===== src/rtl/lanectrl_pause_gen_pkg.sv =====
// lanectrl_pause_gen_pkg: shared FSM states, counter widths and parameter limits for the pause generator
package lanectrl_pause_gen_pkg;
  typedef enum logic [2:0] {IDLE, PRE, PAUSE, POST, ACK, GAP} state_e;
  localparam int PH_W = 4;
  localparam int GAP_W = 8;
  localparam int PRE_MAX = 15;
  localparam int PAUSE_MIN = 1;
  localparam int PAUSE_MAX = 15;
  localparam int POST_MAX = 15;
  localparam int GAP_MAX = 255;
endpackage


===== src/rtl/lanectrl_pause_timer.sv =====
// lanectrl_pause_timer: loadable down-counter that stops at zero (clk, rst, load, load_val -> cnt)
module lanectrl_pause_timer #(
  parameter int W = 4
) (
  input  logic         clk,
  input  logic         rst,
  input  logic         load,
  input  logic [W-1:0] load_val,
  output logic [W-1:0] cnt
);
  logic [W-1:0] cnt_d, cnt_q;
  always_comb cnt_d = load ? load_val : (cnt_q != '0 ? cnt_q - W'(1) : cnt_q);
  always_ff @(posedge clk or posedge rst) begin
    if (rst) cnt_q <= '0;
    else cnt_q <= cnt_d;
  end
  assign cnt = cnt_q;
endmodule


===== src/rtl/lanectrl_pause_gen.sv =====
// lanectrl_pause_gen: UPDATE_REQ -> PRE/PAUSE/POST/ACK/GAP sequence driving HS_IO_CLK_PAUSE, DELAY_LOAD, UPDATE_ACK, BUSY, PAUSE_COUNT
module lanectrl_pause_gen
  import lanectrl_pause_gen_pkg::*;
#(
  parameter int PRE_CYCLES   = 2,
  parameter int PAUSE_CYCLES = 4,
  parameter int POST_CYCLES  = 2,
  parameter int MIN_GAP      = 8
) (
  input  logic       CLK,
  input  logic       RESET,
  input  logic       UPDATE_REQ,
  output logic       UPDATE_ACK,
  output logic       HS_IO_CLK_PAUSE,
  output logic       DELAY_LOAD,
  output logic       BUSY,
  output logic [7:0] PAUSE_COUNT
);
  if (PRE_CYCLES < 0 || PRE_CYCLES > PRE_MAX) begin : g_bad_pre
    $error("PRE_CYCLES out of range");
  end
  if (PAUSE_CYCLES < PAUSE_MIN || PAUSE_CYCLES > PAUSE_MAX) begin : g_bad_pause
    $error("PAUSE_CYCLES out of range");
  end
  if (POST_CYCLES < 0 || POST_CYCLES > POST_MAX) begin : g_bad_post
    $error("POST_CYCLES out of range");
  end
  if (MIN_GAP < 0 || MIN_GAP > GAP_MAX) begin : g_bad_gap
    $error("MIN_GAP out of range");
  end
  localparam logic [PH_W-1:0] PRE_LD = PH_W'(PRE_CYCLES - 1);
  localparam logic [PH_W-1:0] PAUSE_LD = PH_W'(PAUSE_CYCLES - 1);
  localparam logic [PH_W-1:0] POST_LD = PH_W'(POST_CYCLES - 1);
  localparam logic [GAP_W-1:0] GAP_LD = GAP_W'(MIN_GAP - 1);
  // the phase counter counts down from PAUSE_CYCLES-1, so the mid pause index maps to this count
  localparam logic [PH_W-1:0] DL_CNT = PH_W'(PAUSE_CYCLES - 1 - PAUSE_CYCLES / 2);
  localparam state_e AFTER_IDLE = (PRE_CYCLES == 0) ? PAUSE : PRE;
  localparam state_e AFTER_PAUSE = (POST_CYCLES == 0) ? ACK : POST;
  localparam state_e AFTER_ACK = (MIN_GAP == 0) ? IDLE : GAP;
  state_e state_d, state_q;
  logic [PH_W-1:0] ph_cnt, ph_val, ph_next;
  logic [GAP_W-1:0] gap_cnt;
  logic ph_load, gap_load, entering;
  logic pause_d, pause_q, load_d, load_q, ack_d, ack_q, busy_d, busy_q;
  logic [7:0] count_d, count_q;
  lanectrl_pause_timer #(.W(PH_W)) u_ph (
    .clk(CLK), .rst(RESET), .load(ph_load), .load_val(ph_val), .cnt(ph_cnt)
  );
  lanectrl_pause_timer #(.W(GAP_W)) u_gap (
    .clk(CLK), .rst(RESET), .load(gap_load), .load_val(GAP_LD), .cnt(gap_cnt)
  );
  // outputs are registered from the next-state decode so they line up with the state they describe
  always_comb begin
    state_d = state_q;
    case (state_q)
      IDLE:    state_d = UPDATE_REQ ? AFTER_IDLE : IDLE;
      PRE:     state_d = ph_cnt == '0 ? PAUSE : PRE;
      PAUSE:   state_d = ph_cnt == '0 ? AFTER_PAUSE : PAUSE;
      POST:    state_d = ph_cnt == '0 ? ACK : POST;
      ACK:     state_d = AFTER_ACK;
      GAP:     state_d = gap_cnt == '0 ? IDLE : GAP;
      default: state_d = IDLE;
    endcase
    entering = state_d != state_q;
    ph_load = entering && (state_d inside {PRE, PAUSE, POST});
    ph_val = state_d == PRE ? PRE_LD : state_d == PAUSE ? PAUSE_LD : POST_LD;
    ph_next = ph_load ? ph_val : ph_cnt - PH_W'(1);
    gap_load = entering && state_d == GAP;
    pause_d = state_d == PAUSE;
    load_d = pause_d && ph_next == DL_CNT;
    ack_d = state_d == ACK;
    busy_d = state_d != IDLE;
    count_d = (ack_d && count_q != 8'hFF) ? count_q + 8'd1 : count_q;
  end
  always_ff @(posedge CLK or posedge RESET) begin
    if (RESET) begin
      state_q <= IDLE;
      pause_q <= 1'b0;
      load_q  <= 1'b0;
      ack_q   <= 1'b0;
      busy_q  <= 1'b0;
      count_q <= 8'd0;
    end else begin
      state_q <= state_d;
      pause_q <= pause_d;
      load_q  <= load_d;
      ack_q   <= ack_d;
      busy_q  <= busy_d;
      count_q <= count_d;
    end
  end
  assign HS_IO_CLK_PAUSE = pause_q;
  assign DELAY_LOAD = load_q;
  assign UPDATE_ACK = ack_q;
  assign BUSY = busy_q;
  assign PAUSE_COUNT = count_q;
endmodule

===== config.mk =====
export PLATFORM = sky130hd
export DESIGN_NAME = lanectrl_pause_gen
export DESIGN_NICKNAME = d
export VERILOG_FILES = /design/src/rtl/lanectrl_pause_gen_pkg.sv /design/src/rtl/lanectrl_pause_timer.sv /design/src/rtl/lanectrl_pause_gen.sv
export SDC_FILE = /design/constraint.sdc
export NUM_CORES = 1
export LEC_CHECK = 0
export ABC_AREA = 1
export CAP_MARGIN = 10
export CORE_ASPECT_RATIO = 1.4
export CORE_MARGIN = 1
export CORE_UTILIZATION = 60
export DETAILED_ROUTE_END_ITERATION = 10
export GPL_TIMING_DRIVEN = 1
export PLACE_DENSITY = 0.82
export SYNTH_ARGS = -nofsm -noshare
export SYNTH_HDL_FRONTEND = slang
export SYNTH_HIERARCHICAL = 1
export SYNTH_SLANG_ARGS = --single-unit
export TNS_END_PERCENT = 1

===== constraint.sdc =====
create_clock -name CLK -period 2.95 [get_ports CLK]
set_clock_uncertainty 0.15 [all_clocks]
set_input_delay 0.295 -clock CLK [delete_from_list [all_inputs] [get_ports CLK]]
set_output_delay 0.295 -clock CLK [all_outputs]
set_load 0.03 [all_outputs]

# After elaboration in Yosys (flattened, before gate mapping)
# Cells that the tools add are included.
classes:
  n_addsub: 3
  n_reduce_logical: 13
  n_eq_ne: 13
  mux: 13
ops:
  columns: ["op", "count"]
  rows:
  - ["one-hot mux 3 bit (6 select lines)", 1]
  - ["two-way mux 8 bit", 2]
  - ["== test 3 x 2 -> 1 bit (second input constant)", 4]
  - ["== test 3 bit (second input constant)", 4]
  - ["two-way mux 4 bit", 3]
  - ["adder 8 x 1 -> 8 bit (second input constant)", 1]
  - ["logical NOT 8 bit", 1]
  - ["!= test 8 bit (second input constant)", 1]
  - ["nonzero test 8 bit", 1]
  - ["subtractor 8 x 1 -> 8 bit (second input constant)", 1]
  - ["== test 3 x 1 -> 1 bit (second input constant)", 2]
  - ["two-way mux 2 bit", 3]
  - ["two-way mux 3 bit", 2]
  - ["nonzero test 3 bit", 2]
  - ["== test 4 x 1 -> 1 bit (second input constant)", 1]
  - ["logical AND 1 bit", 4]
  - ["logical NOT 4 bit", 1]
  - ["nonzero test 2 bit", 2]
  - ["nonzero test 4 bit", 1]
  - ["subtractor 4 x 1 -> 4 bit (second input constant)", 1]
  - ["logical NOT 3 bit", 1]
  - ["!= test 3 bit", 1]
  - ["two-way mux 1 bit", 2]
word_totals:
  in_bits: 3
  word_cells: 50
  register_bits: 27

# Longest topological paths before layout
# Gate-level depths: netlist of the first run.
logic_depth:
  word_depth: 9
  depth_mapped: 17

# Cells and area by module
# The synthesis of the first run kept the hierarchy.
modules_own_cells:
  columns: ["module", "seq_area_each_um2", "cells_each", "area_per_inst_um2", "instances"]
  rows:
  - ["lanectrl_pause_gen", 375.4, 113, 938.4, 1]
  - ["lanectrl_pause_timer (u_gap)", 200.2, 77, 549.3, 1]
  - ["lanectrl_pause_timer (u_ph)", 100.1, 34, 269.0, 1]

# Worst setup path after synthesis of the first run
# Ideal clock, no wire load.
synth_timing:
  path_kind: "flip-flop to flip-flop"
  from: "reg u_ph.cnt_q[1], in the netlist u_ph/cnt[1]"
  to: "reg u_ph.cnt_q[0], in the netlist u_ph/cnt[0]"
  synth_period_minus_slack_ns: 2.025
  setup_slack_ns: 0.925
  stages_incl_launch_ff: 16
  required_time_ns: 2.677
  arrival_time_ns: 1.751
  cell_sequence: "dfrtp_1 inv_1 ha_1 nand3_2 nand2_2 nand2_1 nor2_4 nand2_4 nand2_2 nand3_2 nand2_1 inv_1 nor2_2 nand3_4 nand2_1 o21ai_1"
synth_via:
  elab_chain_cells: 7
  word_cells_on_any_way: 15
  classes_between: "4 x eq/ne; 6 x mux; 5 x reduce/logical"
synth_rtl:
  columns: ["item", "line_no", "text"]
  rows:
  - ["start, declared", "lanectrl_pause_timer.sv:11", "logic [W-1:0] cnt_d, cnt_q;"]
  - ["start signal, assigned", "lanectrl_pause_timer.sv:15", "else cnt_q <= cnt_d;"]
  - ["logical NOT 4 bit (*)", "lanectrl_pause_gen.sv:57, lanectrl_pause_gen.sv:58, lanectrl_pause_gen.sv:59", null]
  - ["two-way mux 3 bit (tied with other cells)", "lanectrl_pause_gen.sv:59", "POST: state_d = ph_cnt == '0 ? ACK : POST;"]
  - ["one-hot mux 3 bit (6 select lines) (*)", "lanectrl_pause_gen.sv:55", "case (state_q)"]
  - ["named net state_d[0]", "lanectrl_pause_gen.sv:40", "state_e state_d, state_q;"]
  - ["== test 3 x 1 -> 1 bit or == test 3 x 2 -> 1 bit (tied branches)", "lanectrl_pause_gen.sv:65", "ph_load = entering && (state_d inside {PRE, PAUSE, POST});"]
  - ["nonzero test 3 bit", "lanectrl_pause_gen.sv:65", null]
  - ["logical AND 1 bit (*)", "lanectrl_pause_gen.sv:65", null]
  - ["named net ph_load", "lanectrl_pause_gen.sv:43", "logic ph_load, gap_load, entering;"]
  - ["two-way mux 4 bit or nonzero test 2 bit (tied branches)", null, null]
# The timed path passes the listed nets; every way through them passes the cells marked *.
# A chain may end at the register's enable or synchronous reset.

# Worst setup path in the final report of the first run
# Same ends and word-level chain as after synthesis.

==> metrics.md, run 1 <==
| Metric | Value |
|---|---|
| Status | finished clean |
| Die ar. | 0.003151 mm^2 |
| Ant diodes | 0 |
| Slew HR | 63.91% |
| Synthesis-to-layout area growth | 13.46% |
| Drc violations | 0 |
| Worst slew pin tran | 540.8 ps |
| Fmax | 0.4536 GHz |
| Inst Count DP | 282 |
| Number of routed nets with antenna violations | 0 |
| Setup CP Type | flip-flop to flip-flop |
| Clock share of power | 8.1% |
| CTS H-tree lvls | 1 |
| # hold bufs at CTS | 0 |
| CTS Buf Count | 3 |
| Skew-Pair Late Insertion Delay | 340 ps |
| Initial antenna violation count | 0 |
| Drt total wl | 2966 um |
| Seq pwr share | 32.3% |
| Die Ht | 66.02 um |
| Starting Density | 65.12% |
| I/O pin count | 15 |
| Worst EP arrival | 2290 ps |
| Synth unique cells | 31 |
| Net switching power | 1.027 mW |
| Filler cells | 234 |
| Synth Register Bits | 27 |
| Int Pwr | 1.014 mW |
| Cell chosen for the clock root | clkbuf_4 |
| Max Cap Viol | 0 |
| Most frequent cells in the layout | nand2_1 (40), nor2_1 (29), dfrtp_1 (27), inv_1 (27), nand3_1 (16) |
| Setup TNS | 0 ps |
| Clock sinks | 27 |
| Worst-path fanout max | 8 |
| Setup Buffers After CTS | 0 |
| Die Span X | 47.73 um |
| Synthesized area | 0.001757 mm^2 |
| Cell count after synthesis | 224 |
| GR Overflow Total | 0 |
| Crit share post-route | 74.73% |
| Top_reg_cell synth | dfrtp_1 |
| CTS tree | yes |
| Commonest non-fill, non-tap cell in the layout | nand2_1 |
| Iter 0 DRT Violations | 46 |
| Synth warnings | 6 |
| Vias after detailed routing | 1399 |
| Comb pwr share | 59.6% |
| Min Tclk post-route | 2205 ps |
| # resized after CTS | 0 |
| GRT Resource Usage Total | 23.41% |
| Final setup fails | 0 |
| Cell Rows | 22 |
| Peak supply drop | 0.7234 mV |
| Vias in the first global route | 1368 |
| First-pass GRT wire length | 5361 um |
| Fin nets | 261 |
| Gpl congestion | 0.8694 |
| Total core area | 0.002698 mm^2 |
| Vias per inst | 4.892 |
| Count of pins over their slew limit | 0 |
| Routed WL per cell | 10.37 um |
| Leading area contributor after synthesis | dfrtp_1 |
| Sequential area share after synthesis | 38.46% |
| # port buffers | 14 |
| Tightest Hold Check Type | primary input to async pin |
| EDFF count, synth | 0 |
| Clock Tree Buf Depth | 2 |
| Power per cell area | 1024 mW/mm^2 |
| Top cells by area, synth | dfrtp_1 (38%), nand2_1 (8.5%), nor2_1 (6.2%) |
| First-pass DRT Iterations | 4 |
| Share of cells above drive strength 1 | 18.40% |
| Net Sw Frac | 50.34% |
| Final non-filler cell total | 286 |
| Leakage | 0.9957 nW |
| Worst endpoint required time | 3040 ps |
| Hold Vio Cnt, Final | 0 |
| Syn avg cell area | 7.842 um^2 |
| Synth top area share | 38.46% |
| DP Wirelength | 2387 um |
| Crit end category | flip-flop |
| Post-synth ARST share | 100.0% |
| CTS clk-pin slew, worst paths | 130 ps |
| Largest net degree at the start of global routing | 16 |
| Crit start category | flip-flop |
| RSZ-0062 raised after global routing | no |
-- worst paths after layout --
kind,cells after the start,endpoint,from,slack [ps]
min,2,u_ph/cnt[3]$_DFFE_PP0P_,RESET,50
min reg2reg,1,PAUSE_COUNT[7]$_DFFE_PP0P_,PAUSE_COUNT[7]$_DFFE_PP0P_,360
max,15,u_ph/cnt[0]$_DFFE_PP0P_,u_ph/cnt[1]$_DFFE_PP0P_,750
min in group CLK,1,PAUSE_COUNT[7]$_DFFE_PP0P_,PAUSE_COUNT[7]$_DFFE_PP0P_,360
max in group asynchronous,2,state_q[0]$_DFF_PP0_,RESET,2070
max reg2reg,15,u_ph/cnt[0]$_DFFE_PP0P_,u_ph/cnt[1]$_DFFE_PP0P_,750
-- through the flow --
stage | setup slack, ps | hold WS (ps) | utilization [%] | power [mW] | area, um^2
floorplan | 925.4 | -88.92 | - | 1.661 | 1790
global placement | 819.4 | 336.9 | 72.91 | 1.865 | 1967
detailed placement | 762.8 | 342.2 | 72.91 | 1.887 | 1967
CTS | 736.8 | 51.90 | 73.89 | 2.053 | 1993
global route | 531.5 | 62.11 | 73.89 | 2.264 | 1993
finish | 745.5 | 54.84 | 73.89 | 2.041 | 1993
-- kinds of logic after synthesis --
family          after synthesis  synth area share, %
fa+ha+maj                     7                4.986
buf+inv                      37                8.689
xor+xnor                      9                4.487
flops                        27                38.46
other cells                   2               0.4275
compound gates               25                9.331
simple gates                117                33.62
-- cell usage after synthesis, types with 4 or more instances --
library cell and count:
nor2_2 7, nand3_1 16, nor2_1 29, xnor2_1 5, xor2_1 4, nand2_1 40, nand2_2 10, a21oi_1 6
o21ai_2 5, nor2_4 4, inv_2 4, dfrtp_1 27, o21ai_0 8, inv_1 27, ha_1 7
-- metal layers --
layer / vias to the layer above / track usage, % / wire length (um)
met1: 625 / 27.08 / 1339
met3: 7 / 3.279 / 64
met2: 25 / 40.03 / 1500
li1: 742 / - / -
met4: 0 / 11.11 / 61
met5: - / 0 / 0
-- sequential cells by signal, summed over array words and instances, names as in the netlist --
register,cells
HS_IO_CLK_PAUSE,1
UPDATE_ACK,1
state_q,3
DELAY_LOAD,1
BUSY,1
u_ph/cnt,4
u_gap/cnt,8
PAUSE_COUNT,8
-- layout make-up --
| class | count | area (um^2) | share of cell area [%] |
|---|---|---|---|
| multi-input combinational | 169 | 962.2 | 48.27 |
| sequential | 27 | 675.6 | 33.90 |
| timing repair buffer | 15 | 147.6 | 7.407 |
| inverter | 35 | 136.4 | 6.842 |
| tap | 36 | 45.04 | 2.260 |
| clock buffer | 4 | 26.28 | 1.318 |
-- power by group through the flow --
stage	Sequential (mW)	Combinational, mW	Clock (mW)
after floorplan	0.670	0.991	0
after global placement	0.662	1.20	0
after detailed placement	0.667	1.22	0
after CTS	0.658	1.22	0.170
after global routing	0.680	1.40	0.187
final	0.659	1.22	0.166
-- critical path, cell delays in order (launching register included) --
cell and delay, ps:
dfrtp_1 430, inv_1 100, ha_1 190, nand3_2 110
nand2_2 80, nand2_1 80, nor2_4 160, nand2_4 90
nand2_2 70, nand3_2 70, nand2_1 60, inv_1 110
nor2_2 170, nand3_4 110, nand2_1 70, o21ai_1 60
Note: power is estimated with default switching activity, not from simulation.
==> run 2, diff against run 1 <==
--- a/config.mk
+++ b/config.mk
@@ -9,10 +9,10 @@
 export CAP_MARGIN = 10
 export CORE_ASPECT_RATIO = 1.4
 export CORE_MARGIN = 1
-export CORE_UTILIZATION = 60
+export CORE_UTILIZATION = 52
 export DETAILED_ROUTE_END_ITERATION = 10
 export GPL_TIMING_DRIVEN = 1
-export PLACE_DENSITY = 0.82
+export PLACE_DENSITY = 0.76
 export SYNTH_ARGS = -nofsm -noshare
 export SYNTH_HDL_FRONTEND = slang
 export SYNTH_HIERARCHICAL = 1
==> constraint.sdc (replaced) <==
create_clock -name CLK -period 1.85 [get_ports CLK]
set_clock_uncertainty 0.15 [all_clocks]
set_input_delay 0.185 -clock CLK [delete_from_list [all_inputs] [get_ports CLK]]
set_output_delay 0.185 -clock CLK [all_outputs]
set_load 0.03 [all_outputs]
==> run 2 against run 1 <==
Compared with the run above:
- the flow now finishes with violations (setup timing)
- flip-flop and latch count stayed put
- utilization is 1.1 points lower
- cell count is 11% higher
- critical path type unchanged
- critical endpoint is now u_ph/cnt[1]$_DFFE_PP0P_
- largest cell class unchanged
==> metrics.md, run 2 (synthesized netlist as in run 1, its figures left out) <==
| Metric | Value |
|---|---|
| Worst path cell trace | inv_2, ha_4, nand3_4, nand2_2, nand2_2, nor2_4, nand2_4, nand2_2, nand3_2, nand2_2, inv_4, nor2_4, nand3_4, nand2_2, o21ai_2 |
| GR Overflow Total | 0 (unchanged) |
| DP Wirelength | 2687 um (+13%) |
| Iter 0 DRT Violations | 26 (-43%) |
| Commonest non-fill, non-tap cell in the layout | nand2_1 |
| Crit share post-route | 110.4% (+36 points) |
| Failing checks | setup timing |
| Die Span X | 51.12 um (+7.1%) |
| Drt total wl | 3689 um (+24%) |
| Share of cells above drive strength 1 | 32.26% (+14 points) |
| Final worst-path setup slack | -192.1 ps (-937.6 ps) |
| Peak supply drop | 1.174 mV (+62%) |
| Setup CP Type | flip-flop to flip-flop |
| Min Tclk post-route | 2042 ps (-162.4 ps) |
| Fmax | 0.4897 GHz (+8.0%) |
| Crit start category | flip-flop |
| I/O pin count | 15 (unchanged) |
| Final core occ | 72.74% (-1.1 points) |
| Worst endpoint required time | 1880 ps (-1160 ps) |
| Crit end category | flip-flop |
| # hold bufs at CTS | 0 (unchanged) |
| Count of pins over their slew limit | 0 (unchanged) |
| Status | complete, but fails checks |
| Initial antenna violation count | 0 (unchanged) |
| Setup TNS | -660.4 ps (-660.4 ps) |
| # port buffers | 14 (unchanged) |
| Synthesis-to-layout area growth | 30.56% |
| Starting Density | 55.71% (-9.4 points) |
| Worst slew pin tran | 560.4 ps (+19.61 ps) |
| Placement Setup Slack | -149.7 ps (-912.5 ps) |
| Cell repeated most along the worst path | nand2_2 |
| GRT Resource Usage Total | 21.63% (-1.8 points) |
| Filler cells | 242 (+3.4%) |
| Hold Vio Cnt, Final | 0 (unchanged) |
| Vias per inst | 4.906 (+0.29%) |
| CTS tree | yes |
| Area of the multi-input gates | 0.001018 mm^2 (+5.9%) |
| Most frequent cells in the layout | nand2_1 (34), buf_4 (30), nor2_1 (28) |
| Drc violations | 0 (unchanged) |
| Ant diodes | 0 (unchanged) |
| Power per cell area | 1865 mW/mm^2 (+82%) |
| Tightest Hold Check Type | primary input to async pin |
| Cell chosen for the clock root | clkbuf_8 |
| Number of routed nets with antenna violations | 0 (unchanged) |
| Slew HR | 62.60% (-1.3 points) |
| Vias after detailed routing | 1560 (+12%) |
| Slowest stage delay, CP | 400 ps (-30 ps) |
| Gpl congestion | 0.8807 (+1.3%) |
| Leakage | 1.145 nW (+15%) |
| Die Ht | 70.77 um (+7.2%) |
| Skew-Pair Late Insertion Delay | 280 ps (-60 ps) |
| Clock Tree Buf Depth | 2 (unchanged) |
| Total core area | 0.003153 mm^2 (+17%) |
| First-pass DRT Iterations | 4 (unchanged) |
| Final setup fails | 4 (+4) |
| Slowest cell on crit path | dfrtp_1 |
| CTS clk-pin slew, worst paths | 100 ps (-30 ps) |
| CTS Buf Count | 3 (unchanged) |
| Fin nets | 290 (+11%) |
| Largest net degree at the start of global routing | 16 (unchanged) |
| Routed WL per cell | 11.60 um (+12%) |
| Clock sinks | 27 (unchanged) |
| CTS H-tree lvls | 1 (unchanged) |
| Vias in the first global route | 1488 (+8.8%) |
| RSZ-0062 raised after global routing | yes |
| Cell Rows | 24 (+9.1%) |
| Worst EP arrival | 2070 ps (-220 ps) |
| Reg area | 676.9 um^2 (+0.19%) |
| Worst-path fanout max | 8 (unchanged) |
| Die ar. | 0.003618 mm^2 (+15%) |
| Max Cap Viol | 0 (unchanged) |
| First-pass GRT wire length | 6044 um (+13%) |
==> run 2: worst paths after layout <==
| kind | start | end | slack (ps) | cells past startpoint |
|---|---|---|---|---|
| worst max register to register | u_ph/cnt[0]$_DFFE_PP0P_ | u_ph/cnt[1]$_DFFE_PP0P_ | -190 | 15 |
| worst min-delay path | RESET | u_ph/cnt[3]$_DFFE_PP0P_ | 1 | 2 |
| worst min register to register | PAUSE_COUNT[7]$_DFFE_PP0P_ | PAUSE_COUNT[7]$_DFFE_PP0P_ | 350 | 1 |
| worst max-delay path | u_ph/cnt[0]$_DFFE_PP0P_ | u_ph/cnt[1]$_DFFE_PP0P_ | -190 | 15 |
| max in group asynchronous | RESET | state_q[0]$_DFF_PP0_ | 980 | 2 |
| min in group CLK | PAUSE_COUNT[7]$_DFFE_PP0P_ | PAUSE_COUNT[7]$_DFFE_PP0P_ | 350 | 1 |
==> run 2: power by group <==
| part | internal, mW | switching (mW) | total, mW |
|---|---|---|---|
| Combinational | 1.32 | 1.63 | 2.94 |
| Sequential | 0.810 | 0.174 | 0.984 |
| Clock | 0.155 | 0.194 | 0.349 |
==> run 2: critical path: cells and delay by family, from the launching register on <==
kind                     cells  cell delay [ps]
AND/OR/NAND/NOR             11             1030
adder cells (fa/ha/maj)      1              150
buffers and inverters        2              140
AO/OA/AOI/OAI                1               60
flip-flops                   1              400
==> run 2: cell type report <==
class                   count  share of cell area (%)
flip-flops and latches     27                   29.51
multi-input cells         169                   44.41
well taps                  39                   2.128
inverters                  35                   6.056
repair buffers             44                   15.93
clock buffers               4                   1.964
==> run 2: per-layer routing <==
metal | part of all wire, % | wire length [um] | vias up | global-route usage (%)
met4 | 1.5 | 57 | 0 | 8.951
met5 | 0 | 0 | - | 0
li1 | - | - | 796 | -
met1 | 43 | 1581 | 724 | 25.17
met3 | 2.6 | 97 | 8 | 2.151
met2 | 53 | 1952 | 32 | 39.18
==> run 2: timing repair <==
item / in CTS / in global routing
endpoints found under the setup margin: 4 / 4
buffers inserted: 2 / 5
pin swaps: 6 / 10
gates resized for setup: 7 / 6
==> run 2: metrics by stage <==
| step | cells | area, um^2 | hold WS (ps) | power, mW |
|---|---|---|---|---|
| after CTS | 313 | 2241 | 10.51 | 3.995 |
| after global placement | 307 | 2153 | 301.8 | 3.446 |
| after global routing | 318 | 2293 | 50.53 | 4.597 |
| final | 318 | 2293 | 1.149 | 4.277 |
| after detailed placement | 307 | 2153 | 312.2 | 3.501 |
| after floorplan | 233 | 1808 | -198.9 | 2.709 |
==> run 3, diff against run 2 <==
--- a/config.mk
+++ b/config.mk
@@ -9,10 +9,11 @@
 export CAP_MARGIN = 10
 export CORE_ASPECT_RATIO = 1.4
 export CORE_MARGIN = 1
-export CORE_UTILIZATION = 52
+export CORE_UTILIZATION = 54
+export CTS_BUF_LIST = sky130_fd_sc_hd__clkbuf_2 sky130_fd_sc_hd__clkbuf_4 sky130_fd_sc_hd__clkbuf_8
 export DETAILED_ROUTE_END_ITERATION = 10
 export GPL_TIMING_DRIVEN = 1
-export PLACE_DENSITY = 0.76
+export PLACE_DENSITY = 0.78
 export SYNTH_ARGS = -nofsm -noshare
 export SYNTH_HDL_FRONTEND = slang
 export SYNTH_HIERARCHICAL = 1
==> run 3 against run 2 <==
Compared with the run above:
- the flow still finishes with violations (setup timing)
- utilization hardly changed
- register-to-register slack better by 90 ps
- sequential power is 1% lower
- sequential share of layout area is 0.54 points higher
- clock power is 4% lower
- die area is 3.6% lower
- critical path type unchanged
- largest power group unchanged
==> metrics.md, run 3 (synthesized netlist as in run 1, its figures left out) <==
| Metric | Value |
|---|---|
| Status | complete, but fails checks |
| Failing checks | setup timing |
| Fin nets | 284 (-2.1%) |
| GRT Resource Usage Total | 22.24% (+0.61 points) |
| Share of cells above drive strength 1 | 29.67% (-2.6 points) |
| Number of routed nets with antenna violations | 0 (unchanged) |
| Peak supply drop | 1.097 mV (-6.5%) |
| Min Tclk post-route | 1950 ps (-92.26 ps) |
| Cell Rows | 24 (unchanged) |
| First-pass DRT Iterations | 4 (unchanged) |
| CTS clk-pin slew, worst paths | 80 ps (-20 ps) |
| Die Span X | 50.21 um (-1.8%) |
| Leakage | 1.120 nW (-2.2%) |
| Total core area | 0.003093 mm^2 (-1.9%) |
| Slowest cell on crit path | dfrtp_1 |
| Fmax | 0.5129 GHz (+4.7%) |
| CTS H-tree lvls | 1 (unchanged) |
| Cell repeated most along the worst path | nand2_1 |
| Ant diodes | 0 (unchanged) |
| Final setup fails | 4 (unchanged) |
| CTS Buf Count | 3 (unchanged) |
| Worst EP arrival | 1970 ps (-100 ps) |
| Power per cell area | 1753 mW/mm^2 (-6.0%) |
| Crit end category | flip-flop |
| DP Wirelength | 2673 um (-0.51%) |
| Filler cells | 251 (+3.7%) |
| Power Total | 3.941 mW (-7.9%) |
| Max Cap Viol | 0 (unchanged) |
| Initial antenna violation count | 0 (unchanged) |
| Crit share post-route | 105.4% (-5.0 points) |
| # port buffers | 14 (unchanged) |
| Vias per inst | 4.744 (-3.3%) |
| RSZ-0062 raised after global routing | yes |
| Met2 Usage GRT | 39.70% (+0.52 points) |
| Tightest Hold Check Type | primary input to async pin |
| Clock Tree Buf Depth | 2 (unchanged) |
| Iter 0 DRT Violations | 24 (-7.7%) |
| Worst-path fanout max | 8 (unchanged) |
| Vias in the first global route | 1466 (-1.5%) |
| Routed WL per cell | 10.62 um (-8.5%) |
| Slew HR | 63.34% (+0.75 points) |
| Cell chosen for the clock root | clkbuf_8 |
| Commonest non-fill, non-tap cell in the layout | nand2_1 |
| Hold Vio Cnt, Final | 0 (unchanged) |
| CTS tree | yes |
| Crit start category | flip-flop |
| Gpl congestion | 0.9005 (+2.2%) |
| Skew-Pair Late Insertion Delay | 260 ps (-20 ps) |
| Worst path cell trace | nand2_1, o21ai_4, and2_1, nand2_1, inv_2, nand2_2, inv_4, nor2_4, nand3_1, nand3_1, nand2_1, inv_1 |
| Starting Density | 56.80% (+1.1 points) |
| Setup CP Type | flip-flop to flip-flop |
| First-pass GRT wire length | 6106 um (+1.0%) |
| Worst slew pin tran | 549.2 ps (-11.19 ps) |
| Count of pins over their slew limit | 0 (unchanged) |
| Worst endpoint required time | 1870 ps (about the same) |
| Drt total wl | 3313 um (-10%) |
| Clock sinks | 27 (unchanged) |
| Synthesis-to-layout area growth | 27.99% |
| Setup Buffers After CTS | 0 (-2) |
| Final worst-path setup slack | -99.84 ps (+92.26 ps) |
| Met1 Usage GRT | 26.92% (+1.8 points) |
| I/O pin count | 15 (unchanged) |
| Die ar. | 0.003488 mm^2 (-3.6%) |
| Largest net degree at the start of global routing | 16 (unchanged) |
| Drc violations | 0 (unchanged) |
| Slowest stage delay, CP | 510 ps (+110 ps) |
| GR Overflow Total | 0 (unchanged) |
| Met3 usage | 1.974% (-0.18 points) |
| Vias after detailed routing | 1480 (-5.1%) |
| Most frequent cells in the layout | nand2_1 (38), dfrtp_1 (27), nor2_1 (26) |
| GRT busiest layer | met2 |
| Final core occ | 72.69% (about the same) |
| Die Ht | 69.49 um (-1.8%) |
run 3: cell count changes in the layout (fill, tap and decap cells not counted), moves of 2 or more:
cell,change
nor2_1,-2
nand2_2,-4
nor2_2,+2
buf_4,-6
nand2_1,+4
run 3: metal layers:
| layer | wire (um) | vias up |
|---|---|---|
| li1 | - | 787 |
| met1 | 1409 | 672 |
| met2 | 1809 | 17 |
| met3 | 47 | 4 |
| met4 | 46 | 0 |
| met5 | 0 | - |
run 3: through the flow:
step / cells / instance area [um^2] / worst slack, ps / setup TNS, ps / hold WS, ps
after floorplan: 233 / 1808 / -53.94 / -191.7 / -198.9
after global placement: 308 / 2161 / -103.1 / -365.1 / 307.2
after detailed placement: 308 / 2161 / -147.1 / -540.2 / 321.9
after CTS: 312 / 2237 / -106.9 / -371.8 / 27.71
after global routing: 312 / 2248 / -263.8 / -979.4 / 65.30
final: 312 / 2248 / -99.84 / -377.1 / 31.04
run 3: final cells by class:
| class | instances | area [um^2] | area share, % |
|---|---|---|---|
| Multi-Input combinational cell | 169 | 1016 | 45.19 |
| Inverter | 35 | 138.9 | 6.177 |
| Sequential cell | 27 | 675.6 | 30.05 |
| Tap cell | 39 | 48.80 | 2.170 |
| Timing Repair Buffer | 38 | 320.3 | 14.25 |
| Clock buffer | 4 | 48.80 | 2.170 |
run 3: path summary, 6_finish.rpt:
kind,endpoint,cells after the start,startpoint,slack [ps]
min in group CLK,PAUSE_COUNT[7]$_DFFE_PP0P_,1,PAUSE_COUNT[7]$_DFFE_PP0P_,350
setup / recovery,u_ph/cnt[3]$_DFFE_PP0P_,12,state_q[0]$_DFF_PP0_,-100
hold / removal,u_ph/cnt[0]$_DFFE_PP0P_,2,RESET,30
setup reg to reg,u_ph/cnt[3]$_DFFE_PP0P_,12,state_q[0]$_DFF_PP0_,-100
hold reg to reg,PAUSE_COUNT[7]$_DFFE_PP0P_,1,PAUSE_COUNT[7]$_DFFE_PP0P_,350
max in group asynchronous,PAUSE_COUNT[1]$_DFFE_PP0P_,2,RESET,980
run 3: where the power goes:
part / internal [mW] / switching [mW] / total [mW] / leakage [nW]
Combinational: 1.12 / 1.52 / 2.64 / 0.749
Sequential: 0.807 / 0.163 / 0.971 / 0.345
Clock: 0.168 / 0.166 / 0.335 / 0.0262
run 3: critical path, delay by kind of cell, from the launching register on:
| family | cells | cell delay (ps) |
|---|---|---|
| buf+inv | 3 | 190 |
| simple gates | 8 | 740 |
| compound gates | 1 | 270 |
| flops | 1 | 510 |
run 3: repair_timing:
item / in CTS / in global routing
resized for setup: 7 / 3
pin swaps: 2 / 0
hold buffers: 0 / 0
setup endpoints to repair: 7 / 8
hold endpoints to repair: 0 / 0
